$ cat config.mk
export PLATFORM = sky130hd
export DESIGN_NAME = fifo_out_flat
export DESIGN_NICKNAME = d
export VERILOG_FILES = /design/src/rtl/fifo_out_if.sv /design/src/rtl/fifo_out.sv /design/src/flat_wrapper.sv
export SDC_FILE = /design/constraint.sdc
export NUM_CORES = 1
export LEC_CHECK = 0
export ABC_AREA = 1
export BUFFER_PORTS_ARGS = -buffer_cell sky130_fd_sc_hd__buf_2
export CORE_ASPECT_RATIO = 1.25
export CORE_MARGIN = 2
export CORE_UTILIZATION = 35
export DETAILED_ROUTE_END_ITERATION = 6
export GPL_ROUTABILITY_DRIVEN = 0
export GPL_TIMING_DRIVEN = 0
export HOLD_SLACK_MARGIN = 0.15
export PLACE_DENSITY = 0.57
export SYNTH_ARGS = -nofsm -noshare
export SYNTH_HDL_FRONTEND = slang
export SYNTH_SLANG_ARGS = --single-unit
$ cat constraint.sdc
create_clock -name clk -period 9.95 [get_ports clk]
set_input_delay 0.4975 -clock clk [delete_from_list [all_inputs] [get_ports clk]]
set_output_delay 0.4975 -clock clk [all_outputs]
set_load 0.02 [all_outputs]
$ cat src/rtl/fifo_out_if.sv
// Block-in / word-out handshake between the AES top level and the TX output buffer.
// The master side pushes 128-bit blocks and pops 32-bit words; the slave side is the buffer.
interface fifo_out_if #(
  parameter int CW = 4
);
  logic           write_en;
  logic [127:0]   data_in;
  logic           read_en;
  logic           clear_err;
  logic [31:0]    data_out;
  logic           fifo_empty;
  logic           fifo_full;
  logic [CW-1:0]  words_avail;
  logic           overflow;
  logic           underflow;

  modport master (
    output write_en, data_in, read_en, clear_err,
    input  data_out, fifo_empty, fifo_full, words_avail, overflow, underflow
  );

  modport slave (
    input  write_en, data_in, read_en, clear_err,
    output data_out, fifo_empty, fifo_full, words_avail, overflow, underflow
  );
endinterface

$ cat src/rtl/fifo_out.sv
// TX output buffer: stores whole 128-bit AES result blocks and drains them as four
// 32-bit words, most significant word first, with show-ahead on data_out.
module fifo_out #(
  parameter int DEPTH = 2,
  parameter int CW    = 4
) (
  input  logic       clk,
  input  logic       n_rst,
  fifo_out_if.slave  bus
);
  localparam int PW = (DEPTH > 1) ? $clog2(DEPTH) : 1;
  localparam int BW = PW + 1;

  typedef logic [PW-1:0] ptr_t;
  typedef logic [BW-1:0] cnt_t;

  logic [127:0] mem_q [DEPTH];
  ptr_t         wr_ptr_q, wr_ptr_d;
  ptr_t         rd_ptr_q, rd_ptr_d;
  logic [1:0]   word_sel_q, word_sel_d;
  cnt_t         block_count_q, block_count_d;
  logic         overflow_q, overflow_d;
  logic         underflow_q, underflow_d;

  logic         empty, full;
  logic         wr_acc, rd_acc, rd_free;
  logic [127:0] head;

  // Full/empty come from the block count only, so equal pointers are never ambiguous.
  assign empty   = (block_count_q == '0);
  assign full    = (block_count_q == cnt_t'(DEPTH));
  assign wr_acc  = bus.write_en & ~full;
  assign rd_acc  = bus.read_en & ~empty;
  assign rd_free = rd_acc & (word_sel_q == 2'd3);

  always_comb begin
    // NOTE: every signal driven here gets a default first, so no path leaves it unassigned and no latch is inferred.
    wr_ptr_d      = wr_ptr_q;
    rd_ptr_d      = rd_ptr_q;
    word_sel_d    = word_sel_q;
    block_count_d = block_count_q;
    overflow_d    = overflow_q | (bus.write_en & full);
    underflow_d   = underflow_q | (bus.read_en & empty);

    if (wr_acc) wr_ptr_d = wr_ptr_q + ptr_t'(1);
    if (rd_acc) word_sel_d = word_sel_q + 2'd1;
    if (rd_free) rd_ptr_d = rd_ptr_q + ptr_t'(1);

    case ({wr_acc, rd_free})
      2'b10:   block_count_d = block_count_q + cnt_t'(1);
      2'b01:   block_count_d = block_count_q - cnt_t'(1);
      default: block_count_d = block_count_q;
    endcase

    if (bus.clear_err) begin
      overflow_d  = 1'b0;
      underflow_d = 1'b0;
    end
  end

  always_ff @(posedge clk) begin
    // NOTE: state registers use non-blocking assignments so every flop samples pre-edge values.
    if (!n_rst) begin
      wr_ptr_q      <= '0;
      rd_ptr_q      <= '0;
      word_sel_q    <= '0;
      block_count_q <= '0;
      overflow_q    <= 1'b0;
      underflow_q   <= 1'b0;
    end else begin
      wr_ptr_q      <= wr_ptr_d;
      rd_ptr_q      <= rd_ptr_d;
      word_sel_q    <= word_sel_d;
      block_count_q <= block_count_d;
      overflow_q    <= overflow_d;
      underflow_q   <= underflow_d;
    end
  end

  // NOTE: block storage is deliberately not reset; stale slots are unreachable once block_count is zero.
  always_ff @(posedge clk) begin
    if (n_rst && wr_acc) mem_q[wr_ptr_q] <= bus.data_in;
  end

  assign head = mem_q[rd_ptr_q];

  always_comb begin
    bus.data_out = 32'h0;
    if (!empty) begin
      case (word_sel_q)
        2'd0:    bus.data_out = head[127:96];
        2'd1:    bus.data_out = head[95:64];
        2'd2:    bus.data_out = head[63:32];
        default: bus.data_out = head[31:0];
      endcase
    end
  end

  assign bus.fifo_empty  = empty;
  assign bus.fifo_full   = full;
  assign bus.words_avail = CW'({block_count_q, 2'b00}) - CW'(word_sel_q);
  assign bus.overflow    = overflow_q;
  assign bus.underflow   = underflow_q;
endmodule

$ cat src/flat_wrapper.sv
// flat-port wrapper written by rule: the top's interface ports become plain ports
module fifo_out_flat 
#(
  parameter int DEPTH = 2,
  parameter int CW    = 4
)
  (clk, n_rst, bus_write_en, bus_data_in, bus_read_en, bus_clear_err, bus_data_out, bus_fifo_empty, bus_fifo_full, bus_words_avail, bus_overflow, bus_underflow);
  fifo_out_if #(.CW(CW)) bus_i ();
  input  logic clk;
  input  logic n_rst;
  input wire logic [$bits(bus_i.write_en)-1:0] bus_write_en;
  input wire logic [$bits(bus_i.data_in)-1:0] bus_data_in;
  input wire logic [$bits(bus_i.read_en)-1:0] bus_read_en;
  input wire logic [$bits(bus_i.clear_err)-1:0] bus_clear_err;
  output wire logic [$bits(bus_i.data_out)-1:0] bus_data_out;
  output wire logic [$bits(bus_i.fifo_empty)-1:0] bus_fifo_empty;
  output wire logic [$bits(bus_i.fifo_full)-1:0] bus_fifo_full;
  output wire logic [$bits(bus_i.words_avail)-1:0] bus_words_avail;
  output wire logic [$bits(bus_i.overflow)-1:0] bus_overflow;
  output wire logic [$bits(bus_i.underflow)-1:0] bus_underflow;
  assign bus_i.write_en = bus_write_en;
  assign bus_i.data_in = bus_data_in;
  assign bus_i.read_en = bus_read_en;
  assign bus_i.clear_err = bus_clear_err;
  assign bus_data_out = bus_i.data_out;
  assign bus_fifo_empty = bus_i.fifo_empty;
  assign bus_fifo_full = bus_i.fifo_full;
  assign bus_words_avail = bus_i.words_avail;
  assign bus_overflow = bus_i.overflow;
  assign bus_underflow = bus_i.underflow;
  fifo_out #(.DEPTH(DEPTH), .CW(CW)) u_core (.clk(clk), .n_rst(n_rst), .bus(bus_i));
endmodule
==> results by group <==
Timing
  • Slew headroom: 50.3%
  • Max Fclk: roughly 340 MHz
  • Final Critical Period: approximately 2.9 ns
  • Final period util: between 20% and 30%
  • RSZ-0062 raised after global routing: false
  • Final setup vio count: 0
  • Least-Margin Pin Slew: 0.744 ns
  • Final hold vios: 0
  • Worst hold slack: roughly 0.20 ns
  • Max Slew Vio Count: 0
  • Clk_skew: ~0.02 ns

Placement
  • Post-DP HPWL: between 15000 and 20000 um
  • Port Buffers: about 170

Power
  • Internal: between 2 and 2.5 mW
  • PwrDens: ~180 nW/um2
  • Clock power frac: 38.7%
  • NetSw: roughly 640 uW
  • Sw Ratio: 24.3%
  • Comb pwr share: roughly an eighth
  • Worst IR drop on VDD: ~150 uV
  • Seq pwr share: 48.4%
  • Static Leakage: about 6 nW

Synth
  • Synth warnings: 0
  • Yosys top cell by area: edfxtp_1
  • Synth Cell Area: ~11000 um2
  • Synth cell types: 26
  • Cells after synthesis: around 940
  • Synth area leaders: edfxtp_1 (70%), nand2_1 (13%), a21oi_1 (3.6%)
  • Syn_nets: ~1100
  • Sequential area share after synthesis: 71.9%
  • Synth top area share: between 70% and 80%
  • Synthesized flop and latch total: ~270
  • Mean post-synth cell area: 11.6 um2

CTS
  • Clk Latency, worst-skew pair: 0.56 ns
  • TritonCTS clock tree: done
  • Total CTS buffers: 28
  • Postcts setup bufs: 0
  • Clk buf depth: 3
  • Root Driver: clkbuf_16
  • CTS clk-pin slew, worst paths: about 0.060 ns
  • CTS sink cnt: 265
  • # H-tree levels: 1

Outcome
  • Status: complete, no violations

Route
  • Final wirelength: around 28000 um
  • Final ANT Viol Nets: 0
  • Via count: a little under 8000
  • First-pass DRT Iterations: 7
  • Vias/cell: approximately 4.5
  • WL per Instance: 16.4 um
  • DRC viols: 0
  • Initial DRC count: roughly 540

Hold path
  • Hold Crit Endpoint: u_core.bus.overflow
  • Worst min-delay path class: input port to register
  • Hold Crit Depth: 3
  • Hold wc startpoint: bus_clear_err

Critical path
  • Critical Path Source: u_core.word_sel_q[0]
  • Crit path launch type: register
  • Worst r2r path cells: 5
  • Worst R2R End: u_core.mem_q[0][78]
  • Worst setup path class: register to output pin
  • Max FO, Critical Path: 10
  • FF-to-FF Start: u_core.block_count_q[0]
  • Arr. time, crit path: around 2.4 ns
  • CP Capture Type: output pin
  • Reg-to-reg slack, setup: slightly below 8 ns
  • Worst EP required: 9.45 ns

Final layout
  • Layout cell share with drive strength beyond 1: a little under a quarter
  • Area grow syn2layout: 35.5%
  • # fillers: 2771
  • NumNets Final: ~1400
  • Final Util: roughly half

Global routing
  • Gr ovfl total: 0
  • Antenna violations before repair: 3
  • Vias in the first global route: a little under 8000
  • Tot GR Track Use: between 10% and 20%
  • Largest net degree at the start of global routing: 32
  • First-pass GRT wire length: about 43000 um

Run
  • Number of max-cap violations: 0

Floorplanning
  • DIE AREA: 32700 um2
  • # IOs: 173
  • Chip height: 202 um
  • Placement Rows: 72
  • Initial core utilization: between 30 and 40%
  • Placeable Area: ~31000 um2
  • Width of the die: between 150 and 200 um
==> critical path, stage by stage, from the launching register on <==
cell	delay (ns)
dfxtp_1	0.38
inv_1	0.14
ha_1	0.21
clkbuf_1	0.47
a21oi_1	0.16
nand2_1	0.09
nand2_1	0.11
a21oi_2	0.14
buf_2	0.17
==> logic make-up after synthesis <==
| group | after synthesis | synth area share, % |
|---|---|---|
| AND/OR/NAND/NOR | 436 | 15.5 |
| AO/OA/AOI/OAI | 110 | 5.90 |
| XOR/XNOR | 2 | 0.160 |
| adder cells (fa/ha/maj) | 6 | 0.686 |
| buffers and inverters | 122 | 5.90 |
| flip-flops | 265 | 71.9 |
==> synthesized netlist by cell type <==
cell type,number
a21oi_2,24
o21bai_1,1
edfxtp_1,256
inv_2,2
or2_2,1
inv_1,73
xor2_1,1
buf_4,14
o21ai_0,4
nor2_2,1
xnor2_1,1
buf_6,15
nand2_2,1
inv_4,1
nor2_1,8
nand3_1,33
nor3_1,1
nand2_1,390
dfxtp_1,9
o21ai_1,1
ha_1,6
buf_2,16
nand2_4,1
a21oi_1,79
o211ai_1,1
clkbuf_1,1
==> cell type report <==
class,count,area (um2),area share (%)
sequential,265,7870,53.0
multi-input combinational,554,2450,16.5
timing repair buffer,313,2440,16.5
clock buffer,30,708,4.77
tap,407,509,3.43
buffer,46,358,2.41
inverter,76,288,1.94
clock inverter,22,199,1.34
antenna,3,7.51,0.0506
==> stage by stage <==
stage          area, um2  TNS [ns]  worst slack, ns  power, mW  instances
6_report           14800         0             7.04       2.65       1716
3_3_place_gp       12300    -57.82           -0.462       1.61       1520
4_1_cts            14800         0             6.93       2.67       1713
2_1_floorplan      11000         0             3.41       1.49        941
5_1_grt            14800         0             6.85       2.76       1715
3_5_place_dp       12600         0             7.54       1.61       1533
==> cells in the final DEF, fill, tap and decap left out, types with 2 or more instances in the layout <==
| cell | synthesis | routed |
|---|---|---|
| buf_8 | 0 | 2 |
| edfxtp_1 | 256 | 256 |
| buf_6 | 15 | 15 |
| dfxtp_1 | 9 | 9 |
| buf_4 | 14 | 14 |
| clkbuf_16 | 0 | 28 |
| clkinvlp_4 | 0 | 2 |
| buf_12 | 0 | 4 |
| inv_1 | 73 | 73 |
| ha_1 | 6 | 6 |
| buf_16 | 0 | 7 |
| nand3_1 | 33 | 33 |
| dlygate4sd3_1 | 0 | 128 |
| a21oi_2 | 24 | 24 |
| bufinv_16 | 0 | 3 |
| clkbuf_1 | 1 | 3 |
| nor2_1 | 8 | 7 |
| nand2_1 | 390 | 390 |
| inv_2 | 2 | 2 |
| buf_2 | 16 | 188 |
| clkinv_1 | 0 | 5 |
| diode_2 | 0 | 3 |
| a21oi_1 | 79 | 79 |
| clkinv_2 | 0 | 10 |
| o21ai_0 | 4 | 4 |
==> power by group through the flow <==
stage          Sequential, mW  Clock [mW]  Combinational (mW)
3_3_place_gp             1.32           0               0.289
3_5_place_dp             1.31           0               0.304
5_1_grt                  1.28        1.10               0.376
6_report                 1.28        1.02               0.341
4_1_cts                  1.28        1.05               0.346
2_1_floorplan            1.31           0               0.174
==> worst max path at each step <==
stage,endpoint,slack (ns),depth (start not counted)
2_1_floorplan,u_core.mem_q[0][0],3.41,2
3_3_place_gp,u_core.mem_q[0][40],-0.46,3
3_5_place_dp,bus_data_out[5],7.54,8
4_1_cts,bus_data_out[5],6.93,8
5_1_grt,bus_data_out[5],6.85,8
6_report,bus_data_out[5],7.04,8
==> per-layer routing <==
layer  GRT usage, %  share of wire [%]  wire length (um)  vias to the layer above
met5              0                  0                 0                        -
met3           2.84                4.7              1320                       38
li1               -                  -                 -                     3841
met1           21.6                 42             11900                     3654
met4           5.15                2.1               582                        0
met2           30.6                 51             14300                      187
==> flip-flops by register name (all words and copies together) (netlist names), named ones only <==
register	count
u_core.mem_q	256
u_core.word_sel_q	2
u_core.bus.overflow	1
u_core.bus.underflow	1
u_core.block_count_q	2
u_core.wr_ptr_q	1
u_core.rd_ptr_q	1
==> what timing repair did <==
action | CTS | global route
endpoints found under the hold margin | 256 | 0
resized for setup | 0 | 0
hold buffers | 128 | 0
Power figures use the tool's default switching activity.
